## src/rtl/pipe_stage_reg_pkg.sv

```systemverilog
// -----------------------------------------------------------------------------
// pipe_stage_reg_pkg
// Shared definitions for the elastic pipeline register chain.
//  - PIPE_DEPTH_MAX     : largest supported chain depth
//  - CTRL_* positions   : bit offsets used by stages to pack/unpack the control
//                         field carried alongside the payload
//  - slot_op_e          : per-slot update operation (hold / load / kill)
//  - count_valid()      : population count of slot valid flags (+ skid entry)
// -----------------------------------------------------------------------------
package pipe_stage_reg_pkg;

  localparam int PIPE_DEPTH_MAX = 4;

  // Control-field layout shared by producer and consumer stages.
  localparam int CTRL_RF_W_EN_BIT      = 0;
  localparam int CTRL_MUX_RF_DATAW_LSB = 1;
  localparam int CTRL_MUX_RF_DATAW_W   = 2;
  localparam int CTRL_MUX_RF_REQW_LSB  = 3;
  localparam int CTRL_MUX_RF_REQW_W    = 2;

  typedef enum logic [1:0] {
    SLOT_HOLD = 2'd0,
    SLOT_LOAD = 2'd1,
    SLOT_KILL = 2'd2
  } slot_op_e;

  // Bits [PIPE_DEPTH_MAX-1:0] are chain slots, bit PIPE_DEPTH_MAX is the skid entry.
  function automatic logic [2:0] count_valid(input logic [PIPE_DEPTH_MAX:0] v);
    logic [2:0] n;
    n = '0;
    for (int i = 0; i <= PIPE_DEPTH_MAX; i++) begin
      n = n + 3'(v[i]);
    end
    return n;
  endfunction

endpackage

```

## src/rtl/pipe_stage_reg_slot.sv

```systemverilog
// -----------------------------------------------------------------------------
// pipe_slot
// One register slot of the chain: a valid flag plus payload and control regs.
// Ports:
//  clk, rst_n      : clock, asynchronous active-low reset
//  load            : capture in_data/in_ctrl and mark the slot valid
//  kill            : mark the slot empty and zero its control (wins over load)
//  in_data/in_ctrl : incoming beat
//  valid/data/ctrl : held beat; ctrl is zero whenever valid is zero
// Data is left untouched on kill; only valid and ctrl are cleared, which is
// enough to keep writeback enables quiet for an empty slot.
// -----------------------------------------------------------------------------
module pipe_slot
  import pipe_stage_reg_pkg::*;
#(
  parameter int DATA_W = 32,
  parameter int CTRL_W = 8
) (
  input  logic              clk,
  input  logic              rst_n,
  input  logic              load,
  input  logic              kill,
  input  logic [DATA_W-1:0] in_data,
  input  logic [CTRL_W-1:0] in_ctrl,
  output logic              valid,
  output logic [DATA_W-1:0] data,
  output logic [CTRL_W-1:0] ctrl
);

  slot_op_e          op;
  logic              valid_reg;
  logic [DATA_W-1:0] data_reg;
  logic [CTRL_W-1:0] ctrl_reg;

  always_comb begin
    op = SLOT_HOLD;
    if (kill) begin
      op = SLOT_KILL;
    end else if (load) begin
      op = SLOT_LOAD;
    end
  end

  always_ff @(posedge clk or negedge rst_n) begin
    if (!rst_n) begin
      valid_reg <= 1'b0;
      data_reg  <= '0;
      ctrl_reg  <= '0;
    end else begin
      case (op)
        SLOT_LOAD: begin
          valid_reg <= 1'b1;
          data_reg  <= in_data;
          ctrl_reg  <= in_ctrl;
        end
        SLOT_KILL: begin
          valid_reg <= 1'b0;
          ctrl_reg  <= '0;
        end
        default: begin
        end
      endcase
    end
  end

  assign valid = valid_reg;
  assign data  = data_reg;
  assign ctrl  = ctrl_reg;

endmodule

```

## src/rtl/pipe_stage_reg.sv

```systemverilog
// -----------------------------------------------------------------------------
// pipe_stage_reg
// Elastic valid/ready register chain of DEPTH slots (1..4) carrying a payload
// and a control field between CPU stages, with synchronous flush.
// Optional feature macro: PIPE_SKID_EN (adds one skid entry and a registered
// in_ready, cutting the combinational out_ready -> in_ready path).
// Ports:
//  clk, rst_n                   : clock, asynchronous active-low reset
//  in_valid/in_ready            : upstream handshake
//  in_data/in_ctrl              : upstream beat
//  flush                        : kills every held beat at the next edge
//  out_valid/out_ready          : downstream handshake
//  out_data/out_ctrl            : last-slot beat (out_ctrl = 0 when empty)
//  occupancy                    : number of valid beats held (skid included)
// -----------------------------------------------------------------------------
module pipe_stage_reg
  import pipe_stage_reg_pkg::*;
#(
  parameter int DATA_W = 32,
  parameter int CTRL_W = 8,
  parameter int DEPTH  = 1
) (
  input  logic                         clk,
  input  logic                         rst_n,
  input  logic                         in_valid,
  output logic                         in_ready,
  input  logic [DATA_W-1:0]            in_data,
  input  logic [CTRL_W-1:0]            in_ctrl,
  input  logic                         flush,
  output logic                         out_valid,
  input  logic                         out_ready,
  output logic [DATA_W-1:0]            out_data,
  output logic [CTRL_W-1:0]            out_ctrl,
  output logic [$clog2(DEPTH+2)-1:0]   occupancy
);

  localparam int OCC_W = $clog2(DEPTH+2);

  // Beat offered to slot 0 (straight from the input, or from the skid entry).
  logic              head_valid;
  logic [DATA_W-1:0] head_data;
  logic [CTRL_W-1:0] head_ctrl;
  logic              chain_take;
  logic              skid_valid;
  logic [DEPTH-1:0]  valid_vec;

  // can_take: the slot will be free for a new beat after this edge, either
  // because it is empty (bubble collapse) or because its beat moves on.
  for (genvar gi = 0; gi < DEPTH; gi++) begin : gen_slot
    logic              valid;
    logic              can_take;
    logic              adv;
    logic              load;
    logic              kill;
    logic              src_valid;
    logic [DATA_W-1:0] data;
    logic [DATA_W-1:0] src_data;
    logic [CTRL_W-1:0] ctrl;
    logic [CTRL_W-1:0] src_ctrl;

    if (gi == DEPTH-1) begin : g_last
      assign adv = valid & out_ready;
    end else begin : g_mid
      assign adv = valid & gen_slot[gi+1].can_take;
    end

    if (gi == 0) begin : g_head
      assign src_valid = head_valid;
      assign src_data  = head_data;
      assign src_ctrl  = head_ctrl;
    end else begin : g_body
      assign src_valid = gen_slot[gi-1].valid;
      assign src_data  = gen_slot[gi-1].data;
      assign src_ctrl  = gen_slot[gi-1].ctrl;
    end

    assign can_take = !valid | adv;
    assign load     = can_take & src_valid;
    // Emptied when the beat leaves with nothing behind it, or on flush.
    assign kill     = flush | (adv & !load);

    pipe_slot #(
      .DATA_W (DATA_W),
      .CTRL_W (CTRL_W)
    ) u_slot (
      .clk     (clk),
      .rst_n   (rst_n),
      .load    (load),
      .kill    (kill),
      .in_data (src_data),
      .in_ctrl (src_ctrl),
      .valid   (valid),
      .data    (data),
      .ctrl    (ctrl)
    );

    assign valid_vec[gi] = valid;
  end

  assign chain_take = gen_slot[0].can_take;
  assign out_valid  = gen_slot[DEPTH-1].valid;
  assign out_data   = gen_slot[DEPTH-1].data;
  assign out_ctrl   = gen_slot[DEPTH-1].ctrl;

`ifdef PIPE_SKID_EN
  logic              in_ready_reg;
  logic              accept;
  logic              skid_load;
  logic              skid_kill;
  logic              skid_valid_next;
  logic [DATA_W-1:0] skid_data;
  logic [CTRL_W-1:0] skid_ctrl;

  assign in_ready   = in_ready_reg & !flush;
  assign accept     = in_valid & in_ready;
  // The parked beat is older than anything arriving, so it feeds the chain first.
  assign head_valid = skid_valid | accept;
  assign head_data  = skid_valid ? skid_data : in_data;
  assign head_ctrl  = skid_valid ? skid_ctrl : in_ctrl;

  // Park an accepted beat when the chain cannot take it (or the skid is busy
  // feeding the chain this cycle).
  assign skid_load       = accept & (skid_valid | !chain_take);
  assign skid_kill       = flush | (skid_valid & chain_take & !skid_load);
  assign skid_valid_next = !flush & (skid_load | (skid_valid & !chain_take));

  // Ready is simply "skid free next cycle", so it depends only on flops.
  always_ff @(posedge clk or negedge rst_n) begin
    if (!rst_n) begin
      in_ready_reg <= 1'b1;
    end else begin
      in_ready_reg <= !skid_valid_next;
    end
  end

  pipe_slot #(
    .DATA_W (DATA_W),
    .CTRL_W (CTRL_W)
  ) u_skid (
    .clk     (clk),
    .rst_n   (rst_n),
    .load    (skid_load),
    .kill    (skid_kill),
    .in_data (in_data),
    .in_ctrl (in_ctrl),
    .valid   (skid_valid),
    .data    (skid_data),
    .ctrl    (skid_ctrl)
  );
`else
  assign in_ready   = !flush & chain_take;
  assign head_valid = in_valid & in_ready;
  assign head_data  = in_data;
  assign head_ctrl  = in_ctrl;
  assign skid_valid = 1'b0;
`endif

  logic [PIPE_DEPTH_MAX:0] occ_vec;

  always_comb begin
    occ_vec                 = '0;
    occ_vec[DEPTH-1:0]      = valid_vec;
    occ_vec[PIPE_DEPTH_MAX] = skid_valid;
  end

  assign occupancy = OCC_W'(count_valid(occ_vec));

endmodule

```

## config.mk

```make
export PLATFORM = sky130hd
export DESIGN_NAME = pipe_stage_reg
export DESIGN_NICKNAME = d
export VERILOG_FILES = /design/src/rtl/pipe_stage_reg_pkg.sv /design/src/rtl/pipe_stage_reg_slot.sv /design/src/rtl/pipe_stage_reg.sv
export SDC_FILE = /design/constraint.sdc
export NUM_CORES = 1
export LEC_CHECK = 0
export ABC_AREA = 1
export BUFFER_PORTS_ARGS = -buffer_cell sky130_fd_sc_hd__buf_2
export CORE_UTILIZATION = 40
export CTS_BUF_LIST = sky130_fd_sc_hd__clkbuf_4 sky130_fd_sc_hd__clkbuf_8
export CTS_CLUSTER_DIAMETER = 60
export DETAILED_ROUTE_END_ITERATION = 8
export PLACE_DENSITY_LB_ADDON = 0.12
export SETUP_SLACK_MARGIN = 0.3
export SLEW_MARGIN = 20
export SYNTH_ARGS = -nofsm -noshare
export SYNTH_HDL_FRONTEND = slang
export SYNTH_SLANG_ARGS = --single-unit
export TNS_END_PERCENT = 30
```

## constraint.sdc

```tcl
create_clock -name clk -period 0.91 [get_ports clk]
set_input_delay 0 -clock clk [delete_from_list [all_inputs] [get_ports clk]]
set_output_delay 0 -clock clk [all_outputs]
set_load 0.05 [all_outputs]
```

Yosys cells after proc, flatten, opt, wreduce, memory -nomap -nowiden
Index checks and enable logic that the tools add are counted.

Register bits after elaboration: 41. Input port bits: 45.

Eq/ne operators: 2. Mux-type cells: 4. Bitwise operators: 7. Reduce and logical (&&, ||, !) cells: 4.

Operators with widths (number): $pmux W8 S2 (1); $and A1 B1 Y1 (5); $logic_not A1 Y1 (3); $eq A2 B1 Y1 const B (1); $eq A2 B2 Y1 const B (1); $mux W2 (1); $or A1 B1 Y1 (2); $pmux W1 S2 (1); $reduce_bool A2 Y1 (1); $mux W1 (1).

Logic depth before layout (Yosys ltp)
Gate-level depths: netlist of the first run.

Depth after elaboration: 11. Depth in mapped cells: 6. Mapped depth without buffers: 5.

Modules after synthesis
Synthesis of the first run repeated with hierarchy kept, for this count alone.

Cells, all modules: 190. Area, all modules: 1679.1 sq um.

By module, submodules not included: pipe_slot (times used 1, cells each 178, area an instance 1617.8 sq um, sequential area each 1026.0 sq um); pipe_stage_reg (times used 1, cells each 12, area an instance 61.3 sq um, sequential area each 0.0 sq um).

Least setup slack after synthesis of the first run
OpenSTA, ideal clock, no wires.

Path kind: register -> output. From: register gen_slot[0].u_slot.valid_reg. To: output in_ready. Arrival time: 1.456 ns. Path slack: -0.546 ns. Cell stages (with the launch flop): 2. Buffers on the path: 0. Cell sequence: dfrtp_1 -> a21oi_1.

Word-level cells in the longest chain between the ends: 3. Elaborated cells between the ends (all ways): 4. Those cells by class: bitwise: 3; reduce/logical: 1.

RTL lines: from (decl) (line pipe_stage_reg_slot.sv:31) `logic valid_reg;`; from (signal assigned) (line pipe_stage_reg_slot.sv:46) `valid_reg <= 1'b0;`; from (signal assigned) (line pipe_stage_reg_slot.sv:52) `valid_reg <= 1'b1;`; from (signal assigned) (line pipe_stage_reg_slot.sv:57) `valid_reg <= 1'b0;`; $and A1 B1 Y1 / $logic_not A1 Y1 (equally long branches) (line pipe_stage_reg.sv:62, pipe_stage_reg.sv:77); $or A1 B1 Y1 (*) (line pipe_stage_reg.sv:77) `assign can_take = !valid | adv;`; $and A1 B1 Y1 (*) (line pipe_stage_reg.sv:151) `assign in_ready = !flush & chain_take;`; to (decl) (line pipe_stage_reg.sv:26) `output logic in_ready,`.

Every way passes the cells marked *; elsewhere a longest branch is shown, timed or not.

Worst setup path in the final report of the first run
Ends and elaborated chain as after synthesis.

==> results.sh, run 1 <==
export IMPL_final_cell_mix="nand2_1 (65), buf_2 (44), dlygate4sd3_1 (42)"
export IMPL_synth_simple_area_share_pct=33.5
export IMPL_ys_warn_count=0
export IMPL_maxCapViolCount=0
export IMPL_min_from="in_valid"
export IMPL_cp_required_ns=0.91
export IMPL_power_uw=5480
export IMPL_finalNetCount=370
export IMPL_route_detailed_drc=0
export IMPL_core_area_um2=4140
export IMPL_setup_viol=44
export IMPL_rr_endpoint="gen_slot[0].u_slot.data[0]$_DFFE_PN0N_"
export IMPL_worstPathArrival_ns=1.14
export IMPL_dp_hpwl_um=2960
export IMPL_rows=23
export IMPL_intPower_uw=3410
export IMPL_worst_slack_ns=-0.229
export IMPL_avgSynthCellArea_um2=9.30
export IMPL_antenna_cells=0
export IMPL_cp_max_fo=3
export IMPL_antenna_found_initial=0
export IMPL_cts_root_buf="clkbuf_8"
export IMPL_crit_cells=3
export IMPL_violations="negative setup slack"
export IMPL_holdPathStages=3
export IMPL_drt_pass1_iterations=4
export IMPL_ir_drop_v=0.00100
export IMPL_fin_crit_ns=1.14
export IMPL_top_layer="met4"
export IMPL_m1WireLength_um=2250
export IMPL_drv_slew=0
export IMPL_io_buffers=87
export IMPL_cp_top_family="flip-flops"
export IMPL_wl_met2_um=2660
export IMPL_rsz0062_at_grt="true"
export IMPL_power_switching_uw=2070
export IMPL_fmaxAchievable_mhz=878
export IMPL_synth_area_um2=1780
export IMPL_seq_area_frac_synth_pct=57.8
export IMPL_path_buf_inv=2
export IMPL_clkTransAtPathRegs_ns=0.08
export IMPL_clockBufferDepth=2
export IMPL_die_width_um=68.6
export IMPL_hold_end="gen_slot[0].u_slot.valid$_DFFE_PN0P_"
export IMPL_crit_type="flip-flop to output port"
export IMPL_ys_ff_latch=41
export IMPL_fin_crit_sh_pct=125
export IMPL_grt_max_degree=42
export IMPL_power_leakage_uw=0.00163
export IMPL_vias=1847
export IMPL_largest_reg_flops=32
export IMPL_drt_iter0_markers=124
export IMPL_cts_made_buffers=5
export IMPL_initial_core_util_pct=42.8
export IMPL_cp_end_kind="output port"
export IMPL_routed_wl_um=5290
export IMPL_overflow=0
export IMPL_power_frac_seq_pct=40.2
export IMPL_p_per_area_nw_per_um2=1790
export IMPL_slowest_stage="dfrtp_2"
export IMPL_grt_pass1_vias=1764
export IMPL_cts_tree="done"
export IMPL_crit_chain="buf_4, a21oi_2, buf_6"
export IMPL_r2r_setup_slack_ns=-0.20
export IMPL_dr_wl_met3_um=299
export IMPL_yosys_area_share_adder_pct=0
export IMPL_preCtsSetupSlack_ns=-0.118
export IMPL_die_area_um2=4710
export IMPL_critPathMaxStageDelay_ns=0.42
export IMPL_clkLatencyLatePin_ns=0.29
export IMPL_cts_htree_levels=2
export IMPL_syn_nets=236
export IMPL_fin_skew_ns=0.00613
export IMPL_hold_path_class="input port to flip-flop"
export IMPL_io_pin_count=89
export IMPL_p_clk_share_pct=22.4
export IMPL_synth_xor_area_share_pct=0
export IMPL_pwr_share_comb_pct=37.4
export IMPL_muxShareOfSynthArea_pct=0
export IMPL_globalplace_congestion=0.701
export IMPL_crit_reg2reg_launch="gen_slot[0].u_slot.valid$_DFFE_PN0P_"
export IMPL_reg2reg_depth=6
export IMPL_numClockSinks=41
export IMPL_switching_share_pct=37.7
export IMPL_synth_compound_area_share_pct=0.564
export IMPL_netlist_instances=191
export IMPL_grt_use_total_pct=23.5
export IMPL_vias_per_cell=4.91
export IMPL_synth_top_family_by_area="simple AND/OR/NAND/NOR gates"
export IMPL_status="finished with violations"
export IMPL_grt_pass1_wl_um=8030
export IMPL_wl_per_cell_um=14.1
export IMPL_yosysUniqueCellTypes=13
export IMPL_final_common_cell="nand2_1"
export IMPL_area_delta_synth_final_pct=72.3
export IMPL_hold_violations=0
export IMPL_layout_drive_gt1_share_pct=38.7
export IMPL_start_kind="flip-flop"
export IMPL_antenna_left=0
export IMPL_die_y_um=68.6
## tightest hold or removal path: stages
cell and delay, ns:
buf_2 0.15, inv_1 0.08, a21oi_1 0.06
## layout make-up
class                   instances  area, um2
repair buffers                146       1210
well taps                      50       62.6
flip-flops and latches         41       1030
inverters                       4       15.0
fillers                       336       1080
multi-input cells             127        651
clock buffers                   8       91.3
## metrics by stage
stage               hold slack, ns  TNS (ns)  util [%]  instances  instance area (um2)
floorplan                   -0.296     -8.10         -        191                 1800
global placement          -0.00884     -2.74      56.0        324                 2320
detailed placement         -0.0120     -3.66      56.0        324                 2320
CTS                         0.0197     -8.75      71.9        376                 2980
global route                0.0339     -9.79      73.8        376                 3060
finish                      0.0271     -7.58      73.8        376                 3060
## routing by layer
layer	GRT usage, %	vias to the layer above
li1	-	913
met1	28.1	855
met2	40.3	70
met3	5.26	9
met4	10.4	0
met5	0	-
## power groups by stage
stage	clock network [uW]	registers, uW	logic (uW)
2_1_floorplan	0	3020	377
3_3_place_gp	0	2210	1670
3_5_place_dp	0	2200	1690
4_1_cts	1260	2180	1970
5_1_grt	1330	2230	2170
6_report	1230	2210	2050
## worst max path at each step
stage	start	to	slack, ns
2_1_floorplan	gen_slot[0].u_slot.valid$_DFFE_PN0P_	gen_slot[0].u_slot.data[0]$_DFFE_PN0N_	-0.20
3_3_place_gp	gen_slot[0].u_slot.valid$_DFFE_PN0P_	gen_slot[0].u_slot.data[2]$_DFFE_PN0N_	-0.09
3_5_place_dp	gen_slot[0].u_slot.valid$_DFFE_PN0P_	gen_slot[0].u_slot.data[4]$_DFFE_PN0N_	-0.12
4_1_cts	gen_slot[0].u_slot.valid$_DFFE_PN0P_	gen_slot[0].u_slot.data[4]$_DFFE_PN0N_	-0.22
5_1_grt	gen_slot[0].u_slot.valid$_DFFE_PN0P_	in_ready	-0.28
6_report	gen_slot[0].u_slot.valid$_DFFE_PN0P_	in_ready	-0.23
## cell usage after synthesis
master	instances	area share [%]
a21oi_1	2	0.56
buf_2	11	3.1
buf_4	5	2.1
buf_6	3	1.9
conb_1	1	0.21
dfrtp_1	41	58
inv_1	3	0.63
inv_2	1	0.21
nand2_1	73	15
nand2_2	2	0.70
nand3_1	8	2.3
nand3_4	1	0.99
nand4_1	40	14
## cell families (layout without fill, tap and decap cells)
family,count (synthesis),after routing
other,1,1
and+or+nand+nor,124,124
buffers and inverters,23,158
AOI/OAI and AO/OA,2,2
DFF,41,41
## repair_timing
action | CTS | global route
hold buffers | 42 | 0
setup endpoints to repair | 84 | 84
hold endpoints to repair | 82 | 0
setup buffers | 2 | 0
resized for setup | 47 | 32
pin swaps | 1 | 1
Note: power is estimated with default switching activity, not from simulation.
==> run 2: changes to the inputs <==
GPL_ROUTABILITY_DRIVEN = 0   (was not set)
clock period = 0.95 ns   (was 0.91 ns; I/O delays follow)
==> results.sh, run 2 (same netlist as run 1, synthesis figures left out) <==
export IMPL_io_pin_count=89
export IMPL_cp_required_ns=1.13
export IMPL_hold_path_class="input port to flip-flop"
export IMPL_overflow=0
export IMPL_final_util_pct=83.8
export IMPL_cp_startpoint="gen_slot[0].u_slot.valid$_DFFE_PN0P_"
export IMPL_switching_share_pct=37.5
export IMPL_cts_made_buffers=5
export IMPL_intPower_uw=3520
export IMPL_n_fill_cell=252
export IMPL_grt_use_total_pct=26.9
export IMPL_grt_pass1_vias=1949
export IMPL_pwr_share_comb_pct=39.6
export IMPL_fmaxAchievable_mhz=850
export IMPL_dp_hpwl_um=3080
export IMPL_finalNonFillerCells=387
export IMPL_core_area_um2=4140
export IMPL_antenna_left=0
export IMPL_final_cell_mix="nand2_1 (53), buf_2 (44), dlygate4sd3_1 (42)"
export IMPL_status="finished with violations"
export IMPL_clkLatencyLatePin_ns=0.29
export IMPL_grt_max_degree=42
export IMPL_fin_crit_ns=1.18
export IMPL_routed_wl_um=6230
export IMPL_drt_pass1_iterations=6
export IMPL_start_kind="flip-flop"
export IMPL_fin_crit_sh_pct=124
export IMPL_largest_reg_flops=32
export IMPL_io_buffers=87
export IMPL_route_detailed_drc=0
export IMPL_p_clk_share_pct=22.0
export IMPL_initial_core_util_pct=42.8
export IMPL_worst_slack_ns=-0.227
export IMPL_die_area_um2=4710
export IMPL_vias_per_cell=5.09
export IMPL_final_common_cell="nand2_1"
export IMPL_crit_type="flip-flop to flip-flop"
export IMPL_rows=23
export IMPL_clkTransAtPathRegs_ns=0.07
export IMPL_preCtsSetupSlack_ns=-0.0916
export IMPL_finalNetCount=381
export IMPL_cp_end_kind="flip-flop"
export IMPL_numClockSinks=41
export IMPL_vias=1968
export IMPL_power_uw=5630
export IMPL_power_leakage_uw=0.00181
export IMPL_hold_violations=0
export IMPL_whs_ns=0.0601
export IMPL_wl_per_cell_um=16.1
export IMPL_p_per_area_nw_per_um2=1620
export IMPL_power_frac_seq_pct=38.4
export IMPL_drv_slew=0
export IMPL_cts_tree="done"
export IMPL_dp_cells=324
export IMPL_antenna_cells=0
export IMPL_layout_drive_gt1_share_pct=44.8
export IMPL_die_width_um=68.6
export IMPL_worstPathArrival_ns=1.36
export IMPL_setup_viol=44
export IMPL_drt_iter0_markers=169
export IMPL_ir_drop_v=0.00113
export IMPL_fin_skew_ns=0.00355
export IMPL_crit_reg2reg_launch="gen_slot[0].u_slot.valid$_DFFE_PN0P_"
export IMPL_die_y_um=68.6
export IMPL_cp_max_fo=7
export IMPL_grt_pass1_wl_um=9000
export IMPL_clockBufferDepth=2
export IMPL_antenna_found_initial=0
export IMPL_cts_root_buf="clkbuf_8"
export IMPL_violations="negative setup slack"
export IMPL_area_delta_synth_final_pct=95.5
export IMPL_min_from="in_valid"
export IMPL_power_switching_uw=2110
export IMPL_maxCapViolCount=0
export IMPL_cts_htree_levels=2
export IMPL_rsz0062_at_grt="true"
-- run 2: cell types whose count changed in the layout (fill, tap and decap cells not counted), moves of 3 or more --
| cell | previous run | this run |
|---|---|---|
| buf_12 | 4 | 8 |
| buf_16 | 0 | 3 |
| buf_4 | 36 | 11 |
| buf_6 | 17 | 38 |
| nand2_1 | 65 | 53 |
| nand2_2 | 8 | 15 |
| nand2_4 | 1 | 7 |
-- run 2: path summary, 6_finish.rpt --
kind | end | slack (ns) | cells past startpoint
setup / recovery | gen_slot[0].u_slot.data[11]$_DFFE_PN0N_ | -0.23 | 6
hold / removal | gen_slot[0].u_slot.valid$_DFFE_PN0P_ | 0.06 | 3
setup reg to reg | gen_slot[0].u_slot.data[11]$_DFFE_PN0N_ | -0.23 | 6
hold reg to reg | gen_slot[0].u_slot.data[26]$_DFFE_PN0N_ | 0.50 | 2
max in group asynchronous | gen_slot[0].u_slot.valid$_DFFE_PN0P_ | 0.53 | 3
min in group asynchronous | gen_slot[0].u_slot.data[19]$_DFFE_PN0N_ | 0.21 | 3
-- run 2: worst max-delay path, stage by stage, from the launching register on --
cell and delay, ns:
dfrtp_2 0.43, nand2_4 0.09, buf_12 0.15, buf_12 0.12
buf_16 0.13, nand4_1 0.08, nand2_1 0.07
-- run 2: routing by layer --
metal / GRT usage (%) / up-vias / wire (um)
met4: 9.64 / 0 / 84
li1: - / 939 / -
met3: 4.28 / 9 / 312
met5: 0 / - / 0
met1: 31.2 / 937 / 2390
met2: 49.4 / 83 / 3440
-- run 2: area by class of cell --
type                       count  area (um2)  share of cell area (%)
tap                           50        62.6                    1.80
inverter                       4        15.0                   0.433
multi-input combinational    127         713                    20.5
sequential                    41        1030                    29.6
timing repair buffer         157        1550                    44.7
clock buffer                   7        96.3                    2.78
clock inverter                 1        5.00                   0.144
-- run 2: power by group through the flow --
stage / clock network (uW) / logic, uW / registers, uW
4_1_cts: 1250 / 2100 / 2130
6_report: 1240 / 2230 / 2160
3_5_place_dp: 0 / 1630 / 2110
5_1_grt: 1330 / 2340 / 2180
2_1_floorplan: 0 / 361 / 2900
3_3_place_gp: 0 / 1610 / 2110
-- run 2: per-stage QoR --
step           cell area [um2]  setup TNS (ns)
4_1_cts                   3310           -6.50
5_1_grt                   3470          -10.51
3_5_place_dp              2320           -2.30
2_1_floorplan             1800           -6.42
3_3_place_gp              2320           -1.69
6_report                  3470           -8.60
-- run 2: repair_timing --
item,in CTS,in global routing
gates cloned,4,2
hold buffers,42,0
hold endpoints to repair,82,0
pin swaps,22,18
resized for setup,91,32
buffers inserted,5,2
endpoints found under the setup margin,84,84
==> run 3: changes to the inputs <==
CELL_PAD_IN_SITES_DETAIL_PLACEMENT = 0   (was not set)
CELL_PAD_IN_SITES_GLOBAL_PLACEMENT = 2   (was not set)
CORE_UTILIZATION = 23   (was 40)
==> results.sh, run 3 (same netlist as run 1, synthesis figures left out) <==
export IMPL_fin_crit_ns=1.12
export IMPL_largest_reg_flops=32
export IMPL_die_width_um=89.9
export IMPL_cp_top_family="flip-flops"
export IMPL_drv_slew=0
export IMPL_grt_use_total_pct=14.2
export IMPL_p_per_area_nw_per_um2=1700
export IMPL_antenna_found_initial=0
export IMPL_drt_iter0_markers=80
export IMPL_core_area_um2=7370
export IMPL_hold_path_class="input port to flip-flop"
export IMPL_final_cell_mix="nand2_1 (69), buf_2 (64), dlygate4sd3_1 (42)"
export IMPL_wl_per_cell_um=13.1
export IMPL_rows=31
export IMPL_numClockSinks=41
export IMPL_fmaxAchievable_mhz=890
export IMPL_die_y_um=89.9
export IMPL_antenna_cells=0
export IMPL_cp_max_fo=3
export IMPL_finalNetCount=368
export IMPL_clkTransAtPathRegs_ns=0.08
export IMPL_die_area_um2=8070
export IMPL_vias_per_cell=4.24
export IMPL_cts_htree_levels=2
export IMPL_power_uw=5130
export IMPL_cts_root_buf="clkbuf_8"
export IMPL_final_common_cell="nand2_1"
export IMPL_drt_pass1_iterations=4
export IMPL_routed_wl_um=5540
export IMPL_antenna_left=0
export IMPL_setup_viol=44
export IMPL_start_kind="flip-flop"
export IMPL_overflow=0
export IMPL_worstPathArrival_ns=1.12
export IMPL_violations="negative setup slack"
export IMPL_cp_end_kind="output port"
export IMPL_route_detailed_drc=0
export IMPL_fin_area_um2=3010
export IMPL_crit_type="flip-flop to output port"
export IMPL_ir_drop_v=0.000800
export IMPL_grt_max_degree=42
export IMPL_fin_crit_sh_pct=118
export IMPL_maxCapViolCount=0
export IMPL_worst_slack_ns=-0.173
export IMPL_vias=1792
export IMPL_grt_pass1_vias=1816
export IMPL_tns_ns=-5.52
export IMPL_cp_required_ns=0.95
export IMPL_rsz0062_at_grt="true"
export IMPL_clkLatencyLatePin_ns=0.28
export IMPL_dp_hpwl_um=3580
export IMPL_io_pin_count=89
export IMPL_power_leakage_uw=0.00159
export IMPL_cts_made_buffers=5
export IMPL_crit_chain="buf_6, a21oi_4, buf_6"
export IMPL_grt_pass1_wl_um=9190
export IMPL_whs_ns=0.0411
export IMPL_path_buf_inv=2
export IMPL_n_fill_cell=766
export IMPL_area_delta_synth_final_pct=69.7
export IMPL_cts_tree="done"
export IMPL_dpl_cell_area_um2=2360
export IMPL_layout_drive_gt1_share_pct=37.0
export IMPL_status="finished with violations"
export IMPL_slowest_stage="dfrtp_2"
export IMPL_initial_core_util_pct=24.1
export IMPL_cp_common_cell="buf_6"
export IMPL_hold_violations=0
export IMPL_clockBufferDepth=2
export IMPL_critPathMaxStageDelay_ns=0.42
export IMPL_io_buffers=87
export IMPL_fin_skew_ns=0.00447
run 3: changes by cell type in the layout (fill, tap and decap cells not counted), sizes merged:
| cell | before | now |
|---|---|---|
| buf | 106 | 89 |
| bufbuf | 1 | 0 |
| clkbuf | 15 | 21 |
| clkinv | 1 | 0 |
run 3: report_power, final:
part | total, uW | internal (uW) | switching, uW
Clock | 1200 | 609 | 591
Combinational | 1840 | 581 | 1260
Sequential | 2090 | 1960 | 131
run 3: path summary, 6_finish.rpt:
check	end	from	slack, ns	cells past startpoint
min in group asynchronous	gen_slot[0].u_slot.data[17]$_DFFE_PN0N_	rst_n	0.21	3
worst max-delay path	in_ready	gen_slot[0].u_slot.valid$_DFFE_PN0P_	-0.17	3
worst min-delay path	gen_slot[0].u_slot.valid$_DFFE_PN0P_	in_valid	0.04	3
worst min register to register	gen_slot[0].u_slot.data[14]$_DFFE_PN0N_	gen_slot[0].u_slot.data[14]$_DFFE_PN0N_	0.47	2
worst max register to register	gen_slot[0].u_slot.data[26]$_DFFE_PN0N_	gen_slot[0].u_slot.valid$_DFFE_PN0P_	-0.15	6
max in group asynchronous	gen_slot[0].u_slot.data[11]$_DFFE_PN0N_	rst_n	0.51	3
run 3: per-layer routing:
| metal | routed length [um] | GRT usage, % | share of wire (%) |
|---|---|---|---|
| met5 | 0 | 0 | 0 |
| met3 | 269 | 3.47 | 4.9 |
| met1 | 2650 | 19.0 | 48 |
| met4 | 38 | 3.63 | 0.69 |
| met2 | 2590 | 22.9 | 47 |
run 3: worst min-delay path, cell delays in order:
cell,delay (ns)
buf_2,0.15
inv_1,0.08
a21oi_1,0.06
run 3: area by class of cell:
cell class	count	area (um2)	area share [%]
Timing Repair Buffer	144	1110	36.9
Clock buffer	8	91.3	3.03
Multi-Input combinational cell	127	643	21.3
Tap cell	99	124	4.11
Inverter	4	15.0	0.498
Sequential cell	41	1030	34.1
run 3: through the flow:
stage               cells  util (%)  setup WS, ns
global route          423      40.9        -0.226
CTS                   423      40.0        -0.185
detailed placement    372      32.0       -0.0748
finish                423      40.9        -0.173
floorplan             191         -        -0.164
global placement      372      32.0       -0.0469
run 3: what timing repair did:
| action | in CTS | in global routing |
|---|---|---|
| resized for setup | 21 | 21 |
| pin swaps | 1 | 0 |
| hold buffers | 42 | 0 |
| setup buffers | 1 | 0 |
| endpoints found under the setup margin | 84 | 84 |
| hold endpoints to repair | 82 | 0 |
